`config.mk`:
```
export PLATFORM = sky130hd
export DESIGN_NAME = renode_msg_arbiter
export DESIGN_NICKNAME = d
export VERILOG_FILES = /design/src/rtl/renode_pkg.sv /design/src/rtl/renode_rr_arbiter.sv /design/src/rtl/renode_msg_arbiter.sv
export SDC_FILE = /design/constraint.sdc
export NUM_CORES = 1
export LEC_CHECK = 0
export ABC_CLOCK_PERIOD_IN_PS = 9800
export CAP_MARGIN = 20
export CORE_AREA = 2 2 326 328
export CTS_CLUSTER_DIAMETER = 50
export DETAILED_ROUTE_END_ITERATION = 6
export DIE_AREA = 0 0 328 330
export SKIP_LAST_GASP = 1
export SLEW_MARGIN = 25
export SYNTH_ARGS = -nofsm -noshare
export SYNTH_HDL_FRONTEND = slang
export SYNTH_SLANG_ARGS = --single-unit
```
`constraint.sdc`:
```
create_clock -name clk -period 9.8 [get_ports clk]
set_input_delay 2.94 -clock clk [delete_from_list [all_inputs] [get_ports clk]]
set_output_delay 2.94 -clock clk [all_outputs]
set_load 0.005 [all_outputs]
```
`src/rtl/renode_pkg.sv`:
```
// rtl/renode_pkg.sv - shared widths, FSM state type and helpers for the renode message arbiter
//
// Purpose : common definitions for renode_msg_arbiter and renode_rr_arbiter.
// Contents: message field widths, timeout counter width, arbiter FSM state
//           enum and a pointer-width helper that stays legal for one requester.

package renode_pkg;

    localparam int ACTION_W = 8;
    localparam int ADDR_W   = 64;
    localparam int DATA_W   = 64;
    localparam int TMO_W    = 16;

    typedef enum logic [1:0] {
        ST_IDLE     = 2'd0,
        ST_SEND     = 2'd1,
        ST_WAIT_RSP = 2'd2
    } arb_state_t;

    // $clog2(1) is 0, which would give a zero-width pointer; keep at least one bit.
    function automatic int ptr_width(input int n);
        return (n > 1) ? $clog2(n) : 1;
    endfunction

endpackage

```
`src/rtl/renode_rr_arbiter.sv`:
```
// rtl/renode_rr_arbiter.sv - combinational round-robin grant selection
//
// Purpose : pick the first set request at or above ptr, wrapping to 0.
// Ports   : req   - request vector, one bit per requester
//           ptr   - search start index (always < N)
//           grant - one-hot grant, all zero when nothing is requested

module renode_rr_arbiter
    import renode_pkg::*;
#(
    parameter  int N    = 4,
    localparam int PtrW = ptr_width(N)
) (
    input  logic [N-1:0]    req,
    input  logic [PtrW-1:0] ptr,
    output logic [N-1:0]    grant
);

    logic found;

    // Two passes: first the indices from ptr upward, then the wrapped part
    // below ptr. The first hit in that order wins.
    always_comb begin
        grant = '0;
        found = 1'b0;
        for (int j = 0; j < N; j++) begin
            if (!found && req[j] && (j >= int'(ptr))) begin
                grant[j] = 1'b1;
                found    = 1'b1;
            end
        end
        for (int j = 0; j < N; j++) begin
            if (!found && req[j] && (j < int'(ptr))) begin
                grant[j] = 1'b1;
                found    = 1'b1;
            end
        end
    end

endmodule

```
`src/rtl/renode_msg_arbiter.sv`:
```
// rtl/renode_msg_arbiter.sv - round-robin message arbiter with response routing and timeout
//
// Purpose : funnels messages from RequestersCount requesters onto a single
//           connection, one outstanding message at a time, and routes the
//           response (or a timeout error) back to the owning requester.
// Ports   : clk, rst                 - clock, async active-high reset
//           req_valid/ready          - per-requester handshake (ready = one-hot grant in IDLE)
//           req_action/address/data  - per-requester packed message fields
//           req_needs_rsp            - per-requester "expects a response"
//           msg_valid/ready          - outgoing message handshake
//           msg_action/address/data  - outgoing message fields
//           rsp_valid/ready          - incoming response handshake
//           rsp_error, rsp_data      - incoming response payload
//           req_rsp_valid            - one-hot response strobe to the owner
//           req_rsp_error/data       - routed response payload, shared
//           busy                     - FSM not in IDLE
//           drop_count               - saturating count of stray responses

module renode_msg_arbiter
    import renode_pkg::*;
#(
    parameter int RequestersCount = 4,
    parameter int TimeoutCycles   = 1024
) (
    input  logic                                clk,
    input  logic                                rst,
    input  logic [RequestersCount-1:0]          req_valid,
    output logic [RequestersCount-1:0]          req_ready,
    input  logic [RequestersCount*ACTION_W-1:0] req_action,
    input  logic [RequestersCount*ADDR_W-1:0]   req_address,
    input  logic [RequestersCount*DATA_W-1:0]   req_data,
    input  logic [RequestersCount-1:0]          req_needs_rsp,
    output logic                                msg_valid,
    input  logic                                msg_ready,
    output logic [ACTION_W-1:0]                 msg_action,
    output logic [ADDR_W-1:0]                   msg_address,
    output logic [DATA_W-1:0]                   msg_data,
    input  logic                                rsp_valid,
    output logic                                rsp_ready,
    input  logic                                rsp_error,
    input  logic [DATA_W-1:0]                   rsp_data,
    output logic [RequestersCount-1:0]          req_rsp_valid,
    output logic                                req_rsp_error,
    output logic [DATA_W-1:0]                   req_rsp_data,
    output logic                                busy,
    output logic [7:0]                          drop_count
);

    localparam int N     = RequestersCount;
    localparam int PTR_W = ptr_width(N);
    // Counter value at which the timeout fires; the strobe then lands exactly
    // TimeoutCycles cycles after entering WAIT_RSP.
    localparam logic [TMO_W-1:0] TMO_LAST = TMO_W'(TimeoutCycles - 1);

    arb_state_t          state;
    logic [PTR_W-1:0]    rr_ptr;
    logic [PTR_W-1:0]    owner;
    logic                lat_needs_rsp;
    logic [TMO_W-1:0]    tmo_cnt;

    logic [N-1:0]        grant;
    logic [N-1:0]        owner_oh;
    logic [PTR_W-1:0]    grant_idx;
    logic [PTR_W-1:0]    next_ptr;
    logic [ACTION_W-1:0] sel_action;
    logic [ADDR_W-1:0]   sel_address;
    logic [DATA_W-1:0]   sel_data;
    logic                sel_needs_rsp;
    logic                req_hs;
    logic                rsp_hs;

    renode_rr_arbiter #(
        .N (N)
    ) u_rr (
        .req   (req_valid),
        .ptr   (rr_ptr),
        .grant (grant)
    );

    // Grant is one-hot, so an OR-mux over the packed request fields is enough.
    always_comb begin
        grant_idx     = '0;
        sel_action    = '0;
        sel_address   = '0;
        sel_data      = '0;
        sel_needs_rsp = 1'b0;
        owner_oh      = '0;
        for (int i = 0; i < N; i++) begin
            if (grant[i]) begin
                grant_idx     = PTR_W'(i);
                sel_action    = req_action[i*ACTION_W +: ACTION_W];
                sel_address   = req_address[i*ADDR_W +: ADDR_W];
                sel_data      = req_data[i*DATA_W +: DATA_W];
                sel_needs_rsp = req_needs_rsp[i];
            end
            owner_oh[i] = (owner == PTR_W'(i));
        end
    end

    assign next_ptr  = (grant_idx == PTR_W'(N - 1)) ? '0 : grant_idx + 1'b1;
    assign req_ready = (state == ST_IDLE) ? grant : '0;
    assign rsp_ready = (state != ST_SEND);
    assign busy      = (state != ST_IDLE);
    assign req_hs    = |(req_valid & req_ready);
    assign rsp_hs    = rsp_valid & rsp_ready;

    always_ff @(posedge clk or posedge rst) begin
        if (rst) begin
            state         <= ST_IDLE;
            rr_ptr        <= '0;
            owner         <= '0;
            lat_needs_rsp <= 1'b0;
            tmo_cnt       <= '0;
            msg_valid     <= 1'b0;
            msg_action    <= '0;
            msg_address   <= '0;
            msg_data      <= '0;
            req_rsp_valid <= '0;
            req_rsp_error <= 1'b0;
            req_rsp_data  <= '0;
            drop_count    <= '0;
        end else begin
            // Strobe is a single-cycle pulse; payload registers hold.
            req_rsp_valid <= '0;
            case (state)
                ST_IDLE: begin
                    // Nothing is outstanding, so any response here is stray.
                    if (rsp_hs && (drop_count != 8'hFF)) begin
                        drop_count <= drop_count + 8'd1;
                    end
                    if (req_hs) begin
                        owner         <= grant_idx;
                        lat_needs_rsp <= sel_needs_rsp;
                        msg_action    <= sel_action;
                        msg_address   <= sel_address;
                        msg_data      <= sel_data;
                        msg_valid     <= 1'b1;
                        rr_ptr        <= next_ptr;
                        state         <= ST_SEND;
                    end
                end
                ST_SEND: begin
                    if (msg_ready) begin
                        msg_valid <= 1'b0;
                        tmo_cnt   <= '0;
                        state     <= lat_needs_rsp ? ST_WAIT_RSP : ST_IDLE;
                    end
                end
                ST_WAIT_RSP: begin
                    // A response in the firing cycle takes priority over the timeout.
                    if (rsp_valid) begin
                        req_rsp_valid <= owner_oh;
                        req_rsp_error <= rsp_error;
                        req_rsp_data  <= rsp_data;
                        state         <= ST_IDLE;
                    end else if ((TimeoutCycles != 0) && (tmo_cnt == TMO_LAST)) begin
                        req_rsp_valid <= owner_oh;
                        req_rsp_error <= 1'b1;
                        req_rsp_data  <= '0;
                        state         <= ST_IDLE;
                    end else if (TimeoutCycles != 0) begin
                        tmo_cnt <= tmo_cnt + 1'b1;
                    end
                end
                default: begin
                    msg_valid <= 1'b0;
                    state     <= ST_IDLE;
                end
            endcase
        end
    end

endmodule
```
==> flow_summary.ini, run 1 <==
[grt]
grt_pass1_wl_um = 118400
antenna_found_initial = 34
use_met1_pct = 16.77
overflow = 0
met3_usage_pct = 5.327
grt_max_degree = 98
grt.busiest_layer = met2
track_usage_pct = 15.05
grt_pass1_vias = 16060
grt_use_met2_pct = 26.42

[synth]
syn_inst = 1451
synth_common_cells = nand2_1 (292), dfrtp_1 (237), a21oi_1 (147), a221oi_1 (137), a31o_2 (110)
synth_most_common_cell = nand2_1
synth.area.top_cells = dfrtp_1 (42%), a2bb2oi_2 (8.6%), a221oi_1 (8.5%)
ys_warn_count = 0
yosysUniqueCellTypes = 55
synth_ff_type = dfrtp_1
synthArstFlopShare_pct = 100.0
synth_nets = 2075
synth_top_area_share_pct = 41.92
synth-seq-cells = 237
yosysSeqAreaShare_pct = 41.92
synth.avg_cell_area_sq_um = 9.751
synth-edff-count = 0
syn_area_sq_mm = 0.01415
synth_area_leader_cell = dfrtp_1

[floorplan]
die_h_um = 330
ios = 841
dieArea_sq_mm = 0.1082
dieWidth_um = 328
core_area_sq_mm = 0.1047
rows = 119
start_util_pct = 13.52

[power_and_ir_drop]
combPwrFrac_pct = 54.7
vdd_drop_max_v = 0.0001473
p_leak_nw = 9.469
internal_power_mw = 4.892
sw_frac_of_total_pct = 38.66
power_frac_clock_pct = 23.0
powerDensity_mw_per_mm2 = 311.8
power_frac_seq_pct = 22.3
power.switching_mw = 3.083

[setup_path]
worstSetupPathType = in -> out
cpPeakStageDelay_ps = 560
ff2ff_setup_slack_ps = 6490
crit_path_end_kind = output pin
r2r_end = msg_data[21]
r2r_cells = 8
cp.buffers_inverters = 2
critPathTopFamily = buffers and inverters
r2r_start = rr_ptr[0]
slowest_stage = clkdlybuf4s50_1
start_kind = input pin
critPathLaunch = req_valid[0]
path_cells = clkdlybuf4s50_1 > or2_1 > a211o_4 > and2_4 > nor2_1 > clkdlybuf4s50_1
cpMostUsedCell = clkdlybuf4s50_1
cp.arrival_ps = 5200
cp.required_ps = 6860
worst-path-max-fanout = 24

[sta]
fin_skew_ps = 31.10
worstMarginPinSlew_ps = 1050
finalSetupViolations = 0
post-route-min-period_ps = 8141
maxSlewHeadroom_pct = 30.01
final_hold_viol_count = 0
grt_setup_unrepaired = no
timing.fmax_mhz = 122.8
fin_tns_setup_ps = 0
min_period_over_period_pct = 83.07
drv_slew = 0

[detailed_routing]
drcViolationCount = 0
wl_um = 86880
via_per_inst = 4.413
via_count = 16090
wl_per_cell_um = 23.84
drtIter0Drc = 1022
ant_nets = 0
first_pass_iters = 5

[cts]
cts-resized-gates = 0
cts_tree = done
ctsRootBufferMaster = clkbuf_16
cts_buffers = 50
clock-sinks = 237
htree_levels = 2
cts_setup_buffers = 0
clockBufferDepth = 3
path_clk_slew_ps = 50
clk_latency_ps = 610
hold_buffers = 0

[placement]
portBuffers = 840
gp_congestion = 0.8259
post-dp-hpwl_um = 64280
dpl.cell_count = 3544

[cells_and_area]
drive_above_1_share_pct = 14.51
layout.cells.non_filler = 3645
multiInputGateArea_sq_mm = 0.007427
nNetsFinal = 2829
regArea_sq_mm = 0.005931
syn_to_final_growth_pct = 80.79
nFillCells = 11260

[flow_run]
maxCapViolCount = 0

[min_path]
hp-class = reg -> reg
hold_end = msg_valid
min_from = msg_valid
whs_path_depth = 2

[outcome]
status = finished, final reports clean
==> kinds of logic (layout without fill, tap and decap cells) <==
kind of cell / count (synthesis) / in the layout / synth area share, %
muxes: 5 / 5 / 0.3891
and+or+nand+nor: 369 / 369 / 10.83
other: 0 / 8 / 0
buffers and inverters: 175 / 970 / 6.040
xor gates and xnor gates: 15 / 15 / 0.9285
AOI/OAI and AO/OA: 647 / 647 / 39.63
adders and majority gates: 3 / 3 / 0.2653
DFF: 237 / 237 / 41.92
==> metrics by stage <==
stage                     instance area (sq um)  hold slack [ps]  utilization, %  total power [mW]  setup slack [ps]
after global routing                      25580            516.8           24.44             8.426              1601
final                                     25580            474.6           24.44             7.975              1659
after floorplan                           14150            446.8               -             4.141             357.0
after CTS                                 25550            479.4           24.41             8.081              1656
after global placement                    23780            467.9           22.72             6.159              1614
after detailed placement                  23780            466.2           22.72             6.174              1656
==> per-layer routing <==
metal	wire length (um)	vias to the layer above
met3	7838	145
li1	-	7111
met2	43560	797
met5	37	-
met4	2985	6
met1	32460	8028
==> state kept, by name, summed over array words and instances (netlist names) <==
register / count
rr_ptr: 2
msg_action: 8
req_rsp_error: 1
msg_data: 64
req_rsp_data: 64
msg_address: 64
lat_needs_rsp: 1
owner: 2
state: 2
req_rsp_valid: 4
drop_count: 8
msg_valid: 1
tmo_cnt: 16
==> power groups by stage <==
stage	Clock, mW	Sequential (mW)	Combinational, mW
2_1_floorplan	0	1.76	2.38
3_3_place_gp	0	1.78	4.38
3_5_place_dp	0	1.78	4.39
4_1_cts	1.89	1.78	4.41
5_1_grt	1.94	1.83	4.66
6_report	1.84	1.78	4.36
==> final cells by class <==
class | instances | share of cell area [%]
clock buffers | 62 | 5.263
clock inverters | 31 | 1.668
multi-input cells | 1039 | 29.04
inverters | 8 | 0.1663
diodes | 8 | 0.07826
well taps | 1391 | 6.804
repair buffers | 869 | 33.80
flip-flops and latches | 237 | 23.19
==> layout by cell type (no fill, tap or decap), types with 3 or more instances in the layout <==
cell / instances
a2bb2oi_1: 56
xnor2_1: 4
bufinv_16: 9
inv_6: 6
and2_1: 4
a31o_1: 27
xor2_1: 11
o21ai_0: 8
nand3_1: 13
mux2_1: 3
clkdlybuf4s50_1: 840
nor2_1: 19
clkbuf_1: 7
a31o_2: 110
a2bb2oi_2: 81
nor3_1: 6
inv_1: 6
buf_4: 26
dfrtp_1: 237
a221oi_1: 137
a22o_1: 65
clkbuf_16: 50
ha_1: 3
diode_2: 8
nand2_1: 291
a21oi_1: 147
nand2b_1: 5
clkinv_2: 10
clkbuf_8: 5
nand4_1: 4
clkinvlp_4: 5
nor2b_1: 6
==> worst max-delay path by stage <==
stage	slack [ps]	endpoint	depth (start not counted)
detailed placement	1660	req_ready[2]	6
global route	1600	req_ready[2]	6
global placement	1610	req_ready[2]	6
finish	1660	req_ready[2]	6
CTS	1660	req_ready[2]	6
floorplan	360	drop_count[0]	1
==> worst register-to-register path, stage by stage, from the launching register on <==
cell and delay, ps:
dfrtp_1 480, o2bb2ai_1 180, a32o_4 300, buf_4 270, a221oi_4 310, buf_4 500, buf_4 670, a221oi_1 330
a2bb2oi_1 180
Power figures use the tool's default switching activity.
==> run 2, diff against run 1 <==
Settings changed: ABC_CLOCK_PERIOD_IN_PS 9800 to 7770.
Clock period 9.8 ns to 7.77 ns, I/O delays scaled along.
==> run 2 against run 1 <==
  * Sequential power is 27% higher
  * Flip-flop and latch count stayed put
  * Global-route usage is 0.29 points higher
  * Critical endpoint unchanged
==> flow_summary.ini, run 2 (synthesis gave the netlist of run 1 again) <==
[outcome]
status = finished, final reports clean

[detailed_routing]
drtIter0Drc = 978
wl_um = 88600
via_count = 16140
via_per_inst = 4.420
wl_per_cell_um = 24.27
drcViolationCount = 0
ant_nets = 0
first_pass_iters = 5

[cts]
cts-resized-gates = 0
cts_setup_buffers = 0
clock-sinks = 237
cts_buffers = 50
ctsRootBufferMaster = clkbuf_16
clockBufferDepth = 3
clk_latency_ps = 600
cts_tree = done
htree_levels = 2
path_clk_slew_ps = 50
hold_buffers = 0

[floorplan]
rows = 119
ios = 841
die_h_um = 330
start_util_pct = 13.52
dieWidth_um = 328
dieArea_sq_mm = 0.1082
core_area_sq_mm = 0.1047

[placement]
dpl.cell_count = 3548
pre_cts_ws_ps = 831.1
portBuffers = 840
post-dp-hpwl_um = 65430
dpl_cell_area_sq_mm = 0.02391
gp_congestion = 0.8425

[cells_and_area]
layout.cells.non_filler = 3651
final_common_cell = clkdlybuf4s50_1
multiInputGateArea_sq_mm = 0.007427
final_cell_mix = clkdlybuf4s50_1 (840), nand2_1 (291), dfrtp_1 (237), a21oi_1 (147), a221oi_1 (137)
finalInstanceArea_sq_mm = 0.02570
drive_above_1_share_pct = 14.58
syn_to_final_growth_pct = 81.63
nFillCells = 11250
nNetsFinal = 2833
regArea_sq_mm = 0.005931
top_regs = msg_address: 64 flops, msg_data: 64 flops, req_rsp_data: 64 flops

[grt]
antenna_found_initial = 42
grt_pass1_wl_um = 120000
track_usage_pct = 15.33
grt_max_degree = 132
grt_pass1_vias = 16010
overflow = 0

[sta]
post-route-min-period_ps = 6953
grt_setup_unrepaired = no
timing.fmax_mhz = 143.8
worstMarginPinSlew_ps = 1140
maxSlewHeadroom_pct = 24.01
min_period_over_period_pct = 89.49
final_hold_viol_count = 0
setup_ws_ps = 816.9
hold_ws_ps = 491.9
fin_tns_setup_ps = 0
fin_skew_ps = 16.79
drv_slew = 0
finalSetupViolations = 0

[setup_path]
start_kind = input pin
worstSetupPathType = in -> out
slowest_stage = clkdlybuf4s50_1
cpMostUsedCell = clkdlybuf4s50_1
critPathTopFamily = buffers and inverters
worst-path-max-fanout = 18
crit_path_end_kind = output pin
cp.arrival_ps = 4620
cp.buffers_inverters = 2
cp.required_ps = 5440
cpPeakStageDelay_ps = 570
path_cells = clkdlybuf4s50_1 > or2_1 > a211o_4 > and2_4 > nor2_1 > clkdlybuf4s50_1
ff2ff_setup_slack_ps = 4610

[min_path]
hp-class = reg -> reg

[flow_run]
maxCapViolCount = 0

[power_and_ir_drop]
vdd_drop_max_v = 0.0003339
p_leak_nw = 9.511
powerDensity_mw_per_mm2 = 393.2
run 2: cell count changes in the layout (fill, tap and decap cells not counted):
cell and delta:
clkbuf_1 +2, inv_6 -4, inv_8 -1, buf_12 +8
clkbuf_8 +3, buf_4 -2, clkinv_8 +1, clkinv_2 -2
clkbuf_16 +1, diode_2 +2, bufinv_16 -2, buf_6 -2
clkinv_4 +2
run 2: power by group:
part | switching [mW] | internal [mW] | leakage [nW] | total [mW]
Combinational | 2.69 | 2.85 | 5.83 | 5.54
Sequential | 0.443 | 1.82 | 2.82 | 2.26
Clock | 0.790 | 1.51 | 0.858 | 2.30
run 2: cell type report:
class	instances	share of cell area, %
Antenna cell	10	0.09738
Clock buffer	68	5.526
Clock inverter	25	1.354
Inverter	8	0.1509
Multi-Input combinational cell	1039	28.90
Sequential cell	237	23.08
Tap cell	1391	6.772
Timing Repair Buffer	873	34.12
run 2: path summary, 6_finish.rpt:
path,start,endpoint,cells after the start
worst max register to register,state[0],msg_address[25],7
worst max-delay path,req_valid[0],req_ready[2],6
worst min-delay path,drop_count[6],drop_count[6],1
max in group asynchronous,rst,msg_data[3],3
min in group asynchronous,rst,req_rsp_data[19],2
worst min register to register,drop_count[6],drop_count[6],1
run 2: layer usage:
metal,global-route usage (%),wire [um]
met5,0,40
met4,5.684,2820
met3,5.681,8298
met2,26.73,44460
met1,16.97,32980
run 2: worst register-to-register path, stage by stage (launching register included):
cell       delay, ps
dfrtp_1          450
nor2_1           500
inv_6            210
buf_4            330
a21oi_4          250
buf_4            440
buf_4            610
a2bb2oi_1        280
run 2: through the flow:
step / util, % / power (mW)
after detailed placement: 22.84 / 7.849
after floorplan: - / 5.223
after CTS: 24.53 / 10.23
after global routing: 24.55 / 10.67
after global placement: 22.84 / 7.797
final: 24.55 / 10.10
